===== src/rtl/uart_pkg.sv =====
// UART receive shared types.
// Frame-controller state encoding and data width.
package uart_pkg;

  localparam int DATA_BITS = 8;

  typedef enum logic [2:0] {
    IDLE      = 3'd0,
    START     = 3'd1,
    DATA      = 3'd2,
    PARITY    = 3'd3,
    STOP      = 3'd4,
    WAIT_HIGH = 3'd5
  } state_e;

endpackage


===== src/rtl/parity_checker.sv =====
// Even-parity checker.
// High when data and parity bit disagree.
module parity_checker (
  output logic       parity_error,
  input  logic       parity_in,
  input  logic [7:0] data_in
);

  assign parity_error = (^data_in) ^ parity_in;

endmodule


===== src/rtl/uart_rx_frame_ctrl.sv =====
// UART receive frame controller.
// Oversampled start/data/parity/stop capture.
module uart_rx_frame_ctrl
  import uart_pkg::*;
#(
  parameter int OVERSAMPLE = 16,
  parameter bit PARITY_EN  = 1'b1
) (
  input  logic       clk,
  input  logic       rst,
  input  logic       baud_tick,
  input  logic       rx_in,
  output logic [7:0] rx_data,
  output logic       rx_valid,
  output logic       parity_error,
  output logic       framing_error,
  output logic       busy
);

  localparam int CW = $clog2(OVERSAMPLE);
  localparam logic [CW-1:0] CNT_MAX = CW'(OVERSAMPLE - 1);
  localparam logic [CW-1:0] CNT_MID = CW'(OVERSAMPLE / 2 - 1);
  localparam logic [2:0]    BIT_MAX = 3'(DATA_BITS - 1);

  state_e state_q, state_d;

  logic                 sync1_q, sync2_q;
  logic                 rx_s;
  logic [CW-1:0]        cnt_q, cnt_d;
  logic [2:0]           bit_q, bit_d;
  logic [DATA_BITS-1:0] shift_q, shift_d;
  logic                 par_q, par_d;
  logic [DATA_BITS-1:0] data_q, data_d;
  logic                 pe_q, pe_d;
  logic                 fe_q, fe_d;
  logic                 valid_q, valid_d;
  logic                 chk_err;
  logic                 cnt_wrap;

  assign rx_s = sync2_q;

  parity_checker u_par (
    .parity_error (chk_err),
    .parity_in    (par_q),
    .data_in      (shift_q)
  );

  // Two-flop synchronizer for the asynchronous rx line.
  always_ff @(posedge clk) begin
    if (rst) begin
      sync1_q <= 1'b1;
      sync2_q <= 1'b1;
    end else begin
      sync1_q <= rx_in;
      sync2_q <= sync1_q;
    end
  end

  // Frame state, counters, shift register and registered status.
  always_ff @(posedge clk) begin
    if (rst) begin
      state_q <= IDLE;
      cnt_q   <= '0;
      bit_q   <= '0;
      shift_q <= '0;
      par_q   <= 1'b0;
      data_q  <= '0;
      pe_q    <= 1'b0;
      fe_q    <= 1'b0;
      valid_q <= 1'b0;
    end else begin
      state_q <= state_d;
      cnt_q   <= cnt_d;
      bit_q   <= bit_d;
      shift_q <= shift_d;
      par_q   <= par_d;
      data_q  <= data_d;
      pe_q    <= pe_d;
      fe_q    <= fe_d;
      valid_q <= valid_d;
    end
  end

  // Next-state logic; everything advances only on baud ticks.
  always_comb begin
    state_d  = state_q;
    cnt_d    = cnt_q;
    bit_d    = bit_q;
    shift_d  = shift_q;
    par_d    = par_q;
    data_d   = data_q;
    pe_d     = pe_q;
    fe_d     = fe_q;
    valid_d  = 1'b0;
    cnt_wrap = (cnt_q == CNT_MAX);
    if (baud_tick) begin
      cnt_d = cnt_wrap ? '0 : cnt_q + 1'b1;
      unique case (state_q)
        IDLE: begin
          if (!rx_s) begin
            state_d = START;
            cnt_d   = '0;
          end
        end
        START: begin
          if (cnt_q == CNT_MID) begin
            if (rx_s) begin
              state_d = IDLE;
            end else begin
              state_d = DATA;
              cnt_d   = '0;
              bit_d   = '0;
            end
          end
        end
        DATA: begin
          if (cnt_wrap) begin
            shift_d = {rx_s, shift_q[DATA_BITS-1:1]};
            bit_d   = bit_q + 3'd1;
            if (bit_q == BIT_MAX) begin
              state_d = PARITY_EN ? PARITY : STOP;
            end
          end
        end
        PARITY: begin
          if (cnt_wrap) begin
            par_d   = rx_s;
            state_d = STOP;
          end
        end
        STOP: begin
          if (cnt_wrap) begin
            data_d  = shift_q;
            fe_d    = ~rx_s;
            pe_d    = PARITY_EN ? chk_err : 1'b0;
            valid_d = 1'b1;
            state_d = rx_s ? IDLE : WAIT_HIGH;
          end
        end
        WAIT_HIGH: begin
          if (rx_s) state_d = IDLE;
        end
        default: state_d = IDLE;
      endcase
    end
  end

  assign rx_data       = data_q;
  assign rx_valid      = valid_q;
  assign parity_error  = pe_q;
  assign framing_error = fe_q;
  assign busy          = (state_q != IDLE);

endmodule


===== config.mk =====
export PLATFORM = sky130hd
export DESIGN_NAME = uart_rx_frame_ctrl
export DESIGN_NICKNAME = d
export VERILOG_FILES = /design/src/rtl/uart_pkg.sv /design/src/rtl/parity_checker.sv /design/src/rtl/uart_rx_frame_ctrl.sv
export SDC_FILE = /design/constraint.sdc
export NUM_CORES = 1
export LEC_CHECK = 0
export ABC_AREA = 1
export BUFFER_PORTS_ARGS = -buffer_cell sky130_fd_sc_hd__buf_4
export CAP_MARGIN = 30
export CORE_MARGIN = 5
export CORE_UTILIZATION = 55
export DETAILED_ROUTE_END_ITERATION = 6
export PLACE_DENSITY = 0.75
export SLEW_MARGIN = 30
export SYNTH_ARGS = -nofsm -noshare
export SYNTH_HDL_FRONTEND = slang
export SYNTH_SLANG_ARGS = --single-unit

===== constraint.sdc =====
create_clock -name clk -period 1.81 [get_ports clk]
set_input_delay 0.0905 -clock clk [delete_from_list [all_inputs] [get_ports clk]]
set_output_delay 0.0905 -clock clk [all_outputs]
set_load 0.01 [all_outputs]

==> reports/qor.txt <==
Cells after Synth: 213
Area contributors post-synth: dfxtp_1 (42%), nand2_1 (12%), a21oi_1 (8.9%)
CP arrival: 1.92 ns
initial antenna violation count: 0
Max Cap Viol: 0
post-route setup TNS: 0 ns
nets@finish: 244
fill count: 232
FP Rows: 19
share of cells above drive strength 1: 19.7%
met3 Resource Use GR: 6.83%
Netlist Area Pre-Place: 1520 um^2
final total power: 0.00197 W
Power Density: 1090 nW/um^2
DR iter-0 viols: 70
Max-slew headroom: 56.6%
Total GRT Usage: 18.6%
CTS tree: yes
Net Count, Synth: 220
CP max FO: 8
Crit Path Class: reg -> reg
wire per inst: 12.3 um
post-synthesis cell type count: 28
Ant. Diodes: 0
GR Util met1: 21.7%
CP most frequent cell: nor2_4
ANT nets after route: 0
Max IR drop VDD: 957 uV
Period Utilization, post-route: 91.5%
skew final: 0.0104 ns
worst path required time: 2.07 ns
FF-to-FF setup slack: 0.15 ns
Initial DRT Pass Iterations: 4
CTS Buf Count: 5
pin count of the biggest net entering global routing: 25
Hold Path Class: in -> reg
Fmax achieved: 604 MHz
die area: 3920 um^2
cell depth of the worst flop-to-flop path: 8
CP Launch Point: cnt_q[1]
status: complete, no violations
Reg power frac: 41.9%
worst-margin pin slew: 0.651 ns
Post-DP HPWL: 2330 um
final count of hold timing violations: 0
Die W: 62.6 um
switching share of power: 34.0%
clk_lat worst skew: 0.33 ns
routed wire length: 3310 um
Port Buffer Count: 15
Final Max Tran Viols: 0
LEAKAGE: 0.831 nW
reg2reg start: cnt_q[1]
CP peak stage delay: 0.38 ns
Residual DRC: 0
kind of start point of the critical path: flip-flop
Most Used Layer, Global Route: met2
crit path to: shift_q[4]
final cell count without fillers: 269
first-pass GRT wire length: 5940 um
CTS Root Buffer Type: clkbuf_4
top cell type's share of synthesized area: 42.0%
via count: 1437
core area: 2710 um^2
#FFs+latches synth: 32
Post-Syn Area per Cell: 7.15 um^2
Worst Setup End Kind: flip-flop
YS warnings: 0
# IOs: 16
Logic pwr share: 27.0%
clk slew on worst S/H paths: 0.11 ns
critical path, cell by cell: ha_1 > nand2_1 > nor2_4 > nand2_2 > nor2_4 > buf_4 > o21ai_0 > a21oi_1
via/cell ratio: 5.34
GRT overflow: 0
dpl cell area: 1650 um^2
CTS Sinks: 32
Period minus WS final: 1.66 ns
PostCTS Resize Cnt: 0
Synth-to-Final Area Change: 18.6%
Slowest-stage cell, CP: dfxtp_1
Cell Int Power: 0.00130 W
design area: 1810 um^2
final setup violation count: 0
placed cell count: 254
initial core utilization: 56.2%
chip height: 62.6 um
vias in the first global route: 1406
RR Endpoint: shift_q[4]
register area share after synthesis: 42.0%
post-synth top area cell: dfxtp_1
final hold slack: 0.0311 ns
RSZ-0062 raised after global routing: false
clock tree buffer depth: 2
Clock Power Share: 31.1%
global placement routability congestion: 0.855
GR Util met2: 30.2%
H-tree Lvls: 2
sw power: 0.000671 W
## cells in the mapped netlist
library cell,number
nand2_1,50
dfxtp_1,32
a21oi_1,27
inv_1,19
nor2_1,17
o21ai_1,13
o21ai_0,11
nand3_1,9
inv_2,4
clkbuf_1,3
ha_1,3
nor2_2,3
nor3_1,3
buf_2,2
buf_4,2
nor2_4,2
or2_2,2
a211oi_1,1
a211oi_2,1
a21oi_2,1
a311oi_1,1
a31oi_1,1
nand2_2,1
nand3_2,1
nand3_4,1
nor3_2,1
o2111ai_1,1
o22ai_1,1
## flip-flops by register name, summed over array words and instances (netlist names), 3 cells and up
| signal | flops |
|---|---|
| rx_data | 8 |
| cnt_q | 4 |
| state_q | 3 |
| bit_q | 3 |
| shift_q | 8 |
## cell usage in the layout (no fill, tap or decap), types with 5 or more instances in the layout
cell / count
a21oi_1: 27
buf_4: 22
clkbuf_4: 5
dfxtp_1: 32
inv_1: 19
nand2_1: 50
nand3_1: 9
nor2_1: 17
o21ai_0: 11
o21ai_1: 13
## per-layer routing
layer	up-vias	wire length, um
met4	0	36
met1	643	1510
li1	751	-
met5	-	0
met3	4	179
met2	39	1580
## how the worst min path moves through the flow
stage | startpoint | endpoint | slack, ns | cells after the start
after floorplan | rx_in | sync1_q | 0.19 | 1
after global placement | rx_in | sync1_q | 0.28 | 2
after detailed placement | rx_in | sync1_q | 0.28 | 2
after CTS | baud_tick | cnt_q[2] | 0.01 | 2
after global routing | baud_tick | cnt_q[2] | 0.02 | 2
final | baud_tick | cnt_q[2] | 0.03 | 2
## logic make-up (layout without fill, tap and decap cells)
family,after synthesis,after routing,share of synthesized area (%)
and+or+nand+nor,90,90,26.8
AOI/OAI and AO/OA,58,58,20.6
DFF,32,32,42.0
buffers and inverters,30,55,8.05
adders and majority gates,3,3,2.46
## worst max-delay path, delay by kind of cell (launching register included)
family | cells | cell delay, ns
adder cells (fa/ha/maj) | 1 | 0.19
AO/OA/AOI/OAI | 2 | 0.22
buffers and inverters | 1 | 0.17
flip-flops | 1 | 0.38
AND/OR/NAND/NOR | 4 | 0.62
## cell type report
cell class,instances,area [um^2],share of cell area [%]
Multi-Input combinational cell,151,761,42.1
Sequential cell,32,641,35.5
Timing Repair Buffer,24,185,10.2
Inverter,23,86.3,4.78
Clock buffer,7,65.1,3.60
Tap cell,31,38.8,2.15
Clock inverter,1,30.0,1.66
## what timing repair did
action	4_1_cts	5_1_grt
setup endpoints to repair	0	1
hold buffers	2	0
endpoints found under the hold margin	6	0
buffers inserted	0	5
## through the flow
stage	utilization [%]	setup WS (ns)
global route	66.7	0.0174
floorplan	-	0.436
global placement	61.0	0.250
finish	66.7	0.154
CTS	65.3	0.134
detailed placement	61.0	0.173
## power groups by stage
| stage | Combinational, W | Sequential [W] | Clock (W) |
|---|---|---|---|
| 2_1_floorplan | 0.000406 | 0.000822 | 0 |
| 3_3_place_gp | 0.000498 | 0.000835 | 0 |
| 3_5_place_dp | 0.000520 | 0.000838 | 0 |
| 4_1_cts | 0.000527 | 0.000822 | 0.000626 |
| 5_1_grt | 0.000601 | 0.000829 | 0.000667 |
| 6_report | 0.000532 | 0.000825 | 0.000614 |
(Power assumes the default switching activity.)
